$ cat src/rtl/nibble_compare_sequencer_if.sv
// ------------------------------------------------------------------
// nibble_compare_sequencer_if : host handshake + comparator bus
// Rev 1.0
// ------------------------------------------------------------------
`default_nettype none
`timescale 1ns/1ps

interface nibble_compare_sequencer_if #(
  parameter int NIBBLES = 4
);
  logic                 start;
  logic [4*NIBBLES-1:0] a_in;
  logic [4*NIBBLES-1:0] b_in;
  logic [3:0]           cmp_a;
  logic [3:0]           cmp_b;
  logic                 cmp_agb;
  logic                 cmp_aeb;
  logic                 cmp_alb;
  logic                 busy;
  logic                 done;
  logic                 gt;
  logic                 eq;
  logic                 lt;
  logic                 err;

  modport slave (
    input  start, a_in, b_in, cmp_agb, cmp_aeb, cmp_alb,
    output cmp_a, cmp_b, busy, done, gt, eq, lt, err
  );

  modport master (
    output start, a_in, b_in, cmp_agb, cmp_aeb, cmp_alb,
    input  cmp_a, cmp_b, busy, done, gt, eq, lt, err
  );
endinterface

`default_nettype wire

$ cat src/rtl/nibble_compare_sequencer.sv
// ------------------------------------------------------------------
// nibble_compare_sequencer : MSB-first nibble-serial compare via an
// external 4-bit comparator. Rev 1.0
// ------------------------------------------------------------------
`default_nettype none
`timescale 1ns/1ps

module nibble_compare_sequencer #(
  parameter int NIBBLES = 4
) (
  input  logic                           clk,
  input  logic                           rst,
  nibble_compare_sequencer_if.slave      ctrl_io
);

  localparam int W    = 4 * NIBBLES;
  localparam int IDXW = (NIBBLES > 1) ? $clog2(NIBBLES) : 1;
  localparam logic [IDXW-1:0] C_IDX_MSB = IDXW'(NIBBLES - 1);

  localparam logic [1:0] ST_IDLE = 2'b00;
  localparam logic [1:0] ST_RUN  = 2'b01;
  localparam logic [1:0] ST_DONE = 2'b10;

  logic [1:0]      state_q, state_d;
  logic [IDXW-1:0] idx_q,   idx_d;
  logic [W-1:0]    a_q,     a_d;
  logic [W-1:0]    b_q,     b_d;
  logic            gt_q,    gt_d;
  logic            eq_q,    eq_d;
  logic            lt_q,    lt_d;
  logic            err_q,   err_d;

  logic [3:0]      nib_a_w;
  logic [3:0]      nib_b_w;
  logic [2:0]      flags_w;

  // Nibble select as an explicit mux so every operand bit is used.
  always_comb begin
    nib_a_w = 4'h0;
    nib_b_w = 4'h0;
    for (int i = 0; i < NIBBLES; i++) begin
      if (idx_q == IDXW'(i)) begin
        nib_a_w = a_q[4*i +: 4];
        nib_b_w = b_q[4*i +: 4];
      end
    end
  end

  assign flags_w = {ctrl_io.cmp_agb, ctrl_io.cmp_aeb, ctrl_io.cmp_alb};

  always_comb begin
    state_d = state_q;
    idx_d   = idx_q;
    a_d     = a_q;
    b_d     = b_q;
    gt_d    = gt_q;
    eq_d    = eq_q;
    lt_d    = lt_q;
    err_d   = err_q;
    case (state_q)
      ST_IDLE: begin
        if (ctrl_io.start) begin
          a_d     = ctrl_io.a_in;
          b_d     = ctrl_io.b_in;
          idx_d   = C_IDX_MSB;
          gt_d    = 1'b0;
          eq_d    = 1'b0;
          lt_d    = 1'b0;
          err_d   = 1'b0;
          state_d = ST_RUN;
        end
      end
      ST_RUN: begin
        case (flags_w)
          3'b100: begin
            gt_d    = 1'b1;
            state_d = ST_DONE;
          end
          3'b001: begin
            lt_d    = 1'b1;
            state_d = ST_DONE;
          end
          3'b010: begin
            if (idx_q == '0) begin
              eq_d    = 1'b1;
              state_d = ST_DONE;
            end else begin
              idx_d = idx_q - IDXW'(1);
            end
          end
          // Non-one-hot flags mean a broken comparator; flag it and stop.
          default: begin
            err_d   = 1'b1;
            state_d = ST_DONE;
          end
        endcase
      end
      ST_DONE: state_d = ST_IDLE;
      default: state_d = ST_IDLE;
    endcase
  end

  always_ff @(posedge clk) begin
    if (rst) begin
      state_q <= ST_IDLE;
      idx_q   <= '0;
      a_q     <= '0;
      b_q     <= '0;
      gt_q    <= 1'b0;
      eq_q    <= 1'b0;
      lt_q    <= 1'b0;
      err_q   <= 1'b0;
    end else begin
      state_q <= state_d;
      idx_q   <= idx_d;
      a_q     <= a_d;
      b_q     <= b_d;
      gt_q    <= gt_d;
      eq_q    <= eq_d;
      lt_q    <= lt_d;
      err_q   <= err_d;
    end
  end

  assign ctrl_io.cmp_a = (state_q == ST_RUN) ? nib_a_w : 4'h0;
  assign ctrl_io.cmp_b = (state_q == ST_RUN) ? nib_b_w : 4'h0;
  assign ctrl_io.busy  = (state_q != ST_IDLE);
  assign ctrl_io.done  = (state_q == ST_DONE);
  assign ctrl_io.gt    = gt_q;
  assign ctrl_io.eq    = eq_q;
  assign ctrl_io.lt    = lt_q;
  assign ctrl_io.err   = err_q;

endmodule

`default_nettype wire

$ cat src/flat_wrapper.sv
// flat-port wrapper written by rule: the top's interface ports become plain ports
module nibble_compare_sequencer_flat 
#(
  parameter int NIBBLES = 4
)
  (clk, rst, ctrl_io_start, ctrl_io_a_in, ctrl_io_b_in, ctrl_io_cmp_agb, ctrl_io_cmp_aeb, ctrl_io_cmp_alb, ctrl_io_cmp_a, ctrl_io_cmp_b, ctrl_io_busy, ctrl_io_done, ctrl_io_gt, ctrl_io_eq, ctrl_io_lt, ctrl_io_err);
  nibble_compare_sequencer_if #(.NIBBLES(NIBBLES)) ctrl_io_i ();
  input  logic clk;
  input  logic rst;
  input wire logic [$bits(ctrl_io_i.start)-1:0] ctrl_io_start;
  input wire logic [$bits(ctrl_io_i.a_in)-1:0] ctrl_io_a_in;
  input wire logic [$bits(ctrl_io_i.b_in)-1:0] ctrl_io_b_in;
  input wire logic [$bits(ctrl_io_i.cmp_agb)-1:0] ctrl_io_cmp_agb;
  input wire logic [$bits(ctrl_io_i.cmp_aeb)-1:0] ctrl_io_cmp_aeb;
  input wire logic [$bits(ctrl_io_i.cmp_alb)-1:0] ctrl_io_cmp_alb;
  output wire logic [$bits(ctrl_io_i.cmp_a)-1:0] ctrl_io_cmp_a;
  output wire logic [$bits(ctrl_io_i.cmp_b)-1:0] ctrl_io_cmp_b;
  output wire logic [$bits(ctrl_io_i.busy)-1:0] ctrl_io_busy;
  output wire logic [$bits(ctrl_io_i.done)-1:0] ctrl_io_done;
  output wire logic [$bits(ctrl_io_i.gt)-1:0] ctrl_io_gt;
  output wire logic [$bits(ctrl_io_i.eq)-1:0] ctrl_io_eq;
  output wire logic [$bits(ctrl_io_i.lt)-1:0] ctrl_io_lt;
  output wire logic [$bits(ctrl_io_i.err)-1:0] ctrl_io_err;
  assign ctrl_io_i.start = ctrl_io_start;
  assign ctrl_io_i.a_in = ctrl_io_a_in;
  assign ctrl_io_i.b_in = ctrl_io_b_in;
  assign ctrl_io_i.cmp_agb = ctrl_io_cmp_agb;
  assign ctrl_io_i.cmp_aeb = ctrl_io_cmp_aeb;
  assign ctrl_io_i.cmp_alb = ctrl_io_cmp_alb;
  assign ctrl_io_cmp_a = ctrl_io_i.cmp_a;
  assign ctrl_io_cmp_b = ctrl_io_i.cmp_b;
  assign ctrl_io_busy = ctrl_io_i.busy;
  assign ctrl_io_done = ctrl_io_i.done;
  assign ctrl_io_gt = ctrl_io_i.gt;
  assign ctrl_io_eq = ctrl_io_i.eq;
  assign ctrl_io_lt = ctrl_io_i.lt;
  assign ctrl_io_err = ctrl_io_i.err;
  nibble_compare_sequencer #(.NIBBLES(NIBBLES)) u_core (.clk(clk), .rst(rst), .ctrl_io(ctrl_io_i));
endmodule
$ cat config.mk
export PLATFORM = sky130hd
export DESIGN_NAME = nibble_compare_sequencer_flat
export DESIGN_NICKNAME = d
export VERILOG_FILES = /design/src/rtl/nibble_compare_sequencer_if.sv /design/src/rtl/nibble_compare_sequencer.sv /design/src/flat_wrapper.sv
export SDC_FILE = /design/constraint.sdc
export NUM_CORES = 1
export LEC_CHECK = 0
export ABC_AREA = 0
export ABC_CLOCK_PERIOD_IN_PS = 1200
export BUFFER_PORTS_ARGS = -buffer_cell sky130_fd_sc_hd__buf_2
export CORE_MARGIN = 2
export CORE_UTILIZATION = 35
export CTS_CLUSTER_DIAMETER = 120
export DETAILED_ROUTE_END_ITERATION = 10
export GPL_ROUTABILITY_DRIVEN = 1
export GPL_TIMING_DRIVEN = 0
export MAX_ROUTING_LAYER = met4
export SLEW_MARGIN = 20
export SYNTH_ARGS = -nofsm -noshare
export SYNTH_HDL_FRONTEND = slang
export SYNTH_SLANG_ARGS = --single-unit
$ cat constraint.sdc
create_clock -name clk -period 1.2 [get_ports clk]
set_input_delay 0.06 -clock clk [delete_from_list [all_inputs] [get_ports clk]]
set_output_delay 0.06 -clock clk [all_outputs]
set_load 0.05 [all_outputs]
==> results by group <==
Layout
  • Area grow syn2layout: 76.2%
  • Layout cells sized above 1: 53.9%
  • Seq. cell area: 816 sq um
  • Commonest non-fill, non-tap cell in the layout: nand2_1
  • Diode count: 0
  • Area of the multi-input gates: 0.00139 sq mm
  • Finished Cell Area: 0.00317 sq mm
  • Commonest cells after routing, fill and taps aside: nand2_1 (54), buf_2 (43), dfxtp_1 (36), buf_6 (26), a21oi_1 (19)
  • Layout Cells excl Fill: 380
  • Layout fillers: 425
  • Layout net count: 355

Critical path
  • R2R Setup Slk: -340 ps
  • CP startpoint kind: flop
  • CP endpoint kind: output pin
  • Critical path type: flop to output pin
  • CP required: 1140 ps
  • Crit-path max FO: 5
  • Crit path DAT: 1790 ps

Clock network
  • Clk sinks: 40
  • CTS Buffer Depth: 2
  • Root buf cell: clkbuf_8
  • TritonCTS clock tree: done
  • CTS Buf Count: 5
  • H-tree level count: 2
  • Clk Latency, worst-skew pair: 300 ps
  • Clock-pin slew on the worst setup and hold paths: 80 ps

Logic synthesis
  • Number of flops mapped to enable cells by yosys: 0
  • Sequential share of the synthesized area: 44.5%
  • Yosys reg bits: 40
  • Mapped Nets: 267
  • Synth Instances: 224
  • Netlist Area Pre-Place: 0.00180 sq mm
  • Asr flop ratio synth: 0%
  • Ys flop type: dfxtp_1
  • Synth Warn #: 0
  • Synth unique cells: 31
  • Syn Area/Cell: 8.04 sq um

Global route
  • Global-route wire length before repair: 8180 um
  • Largest net degree at the start of global routing: 11
  • Antenna violations before repair: 0
  • Vias in the first global route: 1661
  • Global route overflow: 0
  • Total GRT Usage: 20.0%

STA
  • Slew margin rel.: 58.5%
  • RSZ-0062 raised after global routing: true
  • Final worst path period share: 154%
  • Worst Hold Margin: -1.34 ps
  • Worst Skew: 8.42 ps
  • Final worst slack: -649 ps
  • Fmax: 0.541 GHz
  • Worst-margin pin slew: 622 ps
  • Final Critical Period: 1850 ps
  • Final setup fails: 48
  • Final Hold Fails: 3
  • Slew Limit Fails: 0

Detailed routing
  • DRT Pass-1 Iters: 4
  • DR iter-0 viols: 80
  • Avg WL per Cell: 16.0 um
  • WL met2: 3010 um
  • Vias: 1906
  • Met3 routed WL: 224 um
  • DRC: 0
  • Top layer in use: met4
  • Final wirelength: 6070 um
  • ANT nets after route: 0
  • Via density: 5.02
  • WL met1: 2770 um

Placed design
  • GPL Wtd Cong: 0.779
  • I/O Buffers: 51
  • Placed standard-cell area: 0.00236 sq mm
  • Post-DP HPWL: 3470 um
  • Placed Cells: 345

Floorplanning
  • Row cnt: 26
  • Core Box Area: 0.00504 sq mm
  • Die area: 0.00573 sq mm
  • Die Wd: 75.7 um
  • Chip height: 75.7 um
  • IO Pins: 52
  • Initial Utilization: 35.7%

Pwr
  • Peak supply drop: 708 uV
  • Leak: 1.32 nW
  • PwrDens: 1060 mW/mm^2

Outcome
  • Status: complete, but fails checks
  • Failing checks: negative hold slack, negative setup slack

Run
  • Max_cap viols: 0

Hold path
  • Hold Path Class: input port to flop
==> flip-flops by register name (all words and copies together), names as in the netlist <==
signal / count
u_core.ctrl_io.err: 1
u_core.idx_q: 2
u_core.ctrl_io.gt: 1
u_core.b_q: 16
u_core.ctrl_io.eq: 1
u_core.state_q: 2
u_core.ctrl_io.lt: 1
u_core.a_q: 16
==> worst paths after layout <==
check,startpoint,end,cells after the start
worst max register to register,u_core.state_q[1],u_core.b_q[12],9
worst max-delay path,u_core.idx_q[0],ctrl_io_cmp_a[0],6
worst min register to register,u_core.a_q[13],u_core.a_q[13],2
worst min-delay path,ctrl_io_a_in[6],u_core.a_q[6],3
==> layer usage <==
layer  global-route usage (%)  up-vias
met3                     4.10        7
li1                         -      952
met4                     6.43        0
met2                     30.8       44
met5                        -        -
met1                     26.2      903
==> repair_timing <==
item / 4_1_cts / 5_1_grt
setup buffers: 10 / 14
cloned: 0 / 8
hold buffers: 0 / 1
hold endpoints to repair: 0 / 1
pin swaps: 7 / 16
setup endpoints to repair: 48 / 50
gates resized for setup: 45 / 82
==> critical path, stage by stage, from the launching register on <==
cell and delay, ps:
dfxtp_4 400, inv_6 50, ha_4 170, clkbuf_16 150
nor2b_4 130, o41ai_4 380, buf_6 210
==> final cells by class <==
cell class	count	share of cell area, %
multi-input cells	165	43.7
flip-flops and latches	40	25.7
repair buffers	83	20.3
plain buffers	14	4.77
well taps	70	2.76
clock buffers	5	2.17
inverters	3	0.592
==> through the flow <==
step / util [%] / total power, mW / hold WS, ps / setup TNS [ps] / setup WS [ps]
after floorplan: - / 1.94 / 165 / -3530 / -501
after global placement: 46.8 / 2.13 / 302 / -10890 / -550
after detailed placement: 46.8 / 2.14 / 304 / -11640 / -559
after CTS: 53.9 / 3.10 / 0.485 / -8990 / -651
after global routing: 62.9 / 3.50 / 0.800 / -17530 / -725
final: 62.9 / 3.35 / -1.34 / -14890 / -649
==> cell usage after synthesis (2+ instances only) <==
library cell | number | area, sq um
inv_1 | 3 | 11.3
nor3_1 | 2 | 10.0
nor3b_1 | 2 | 15.0
clkbuf_1 | 9 | 33.8
a21oi_1 | 36 | 180
o41ai_1 | 8 | 70.1
nor3b_2 | 2 | 25.0
dfxtp_1 | 40 | 801
buf_6 | 2 | 22.5
buf_2 | 6 | 30.0
nand2_1 | 66 | 248
nor2_1 | 4 | 15.0
ha_1 | 5 | 62.6
nor2b_1 | 9 | 56.3
a221oi_1 | 7 | 61.3
a211oi_1 | 2 | 15.0
nand3_1 | 7 | 35.0
==> kinds of logic after synthesis <==
family                   synth area share [%]
AND/OR/NAND/NOR                          25.8
AO/OA/AOI/OAI                            20.4
flip-flops                               44.5
buffers and inverters                    5.42
adder cells (fa/ha/maj)                  3.47
XOR/XNOR                                0.487
==> report_power, final <==
group	total [mW]	internal, mW	switching, mW	leakage (nW)
registers	1.49	1.41	0.0780	0.331
clock network	0.823	0.375	0.447	0.0359
logic	1.04	0.501	0.538	0.956
Note: power is estimated with default switching activity, not from simulation.
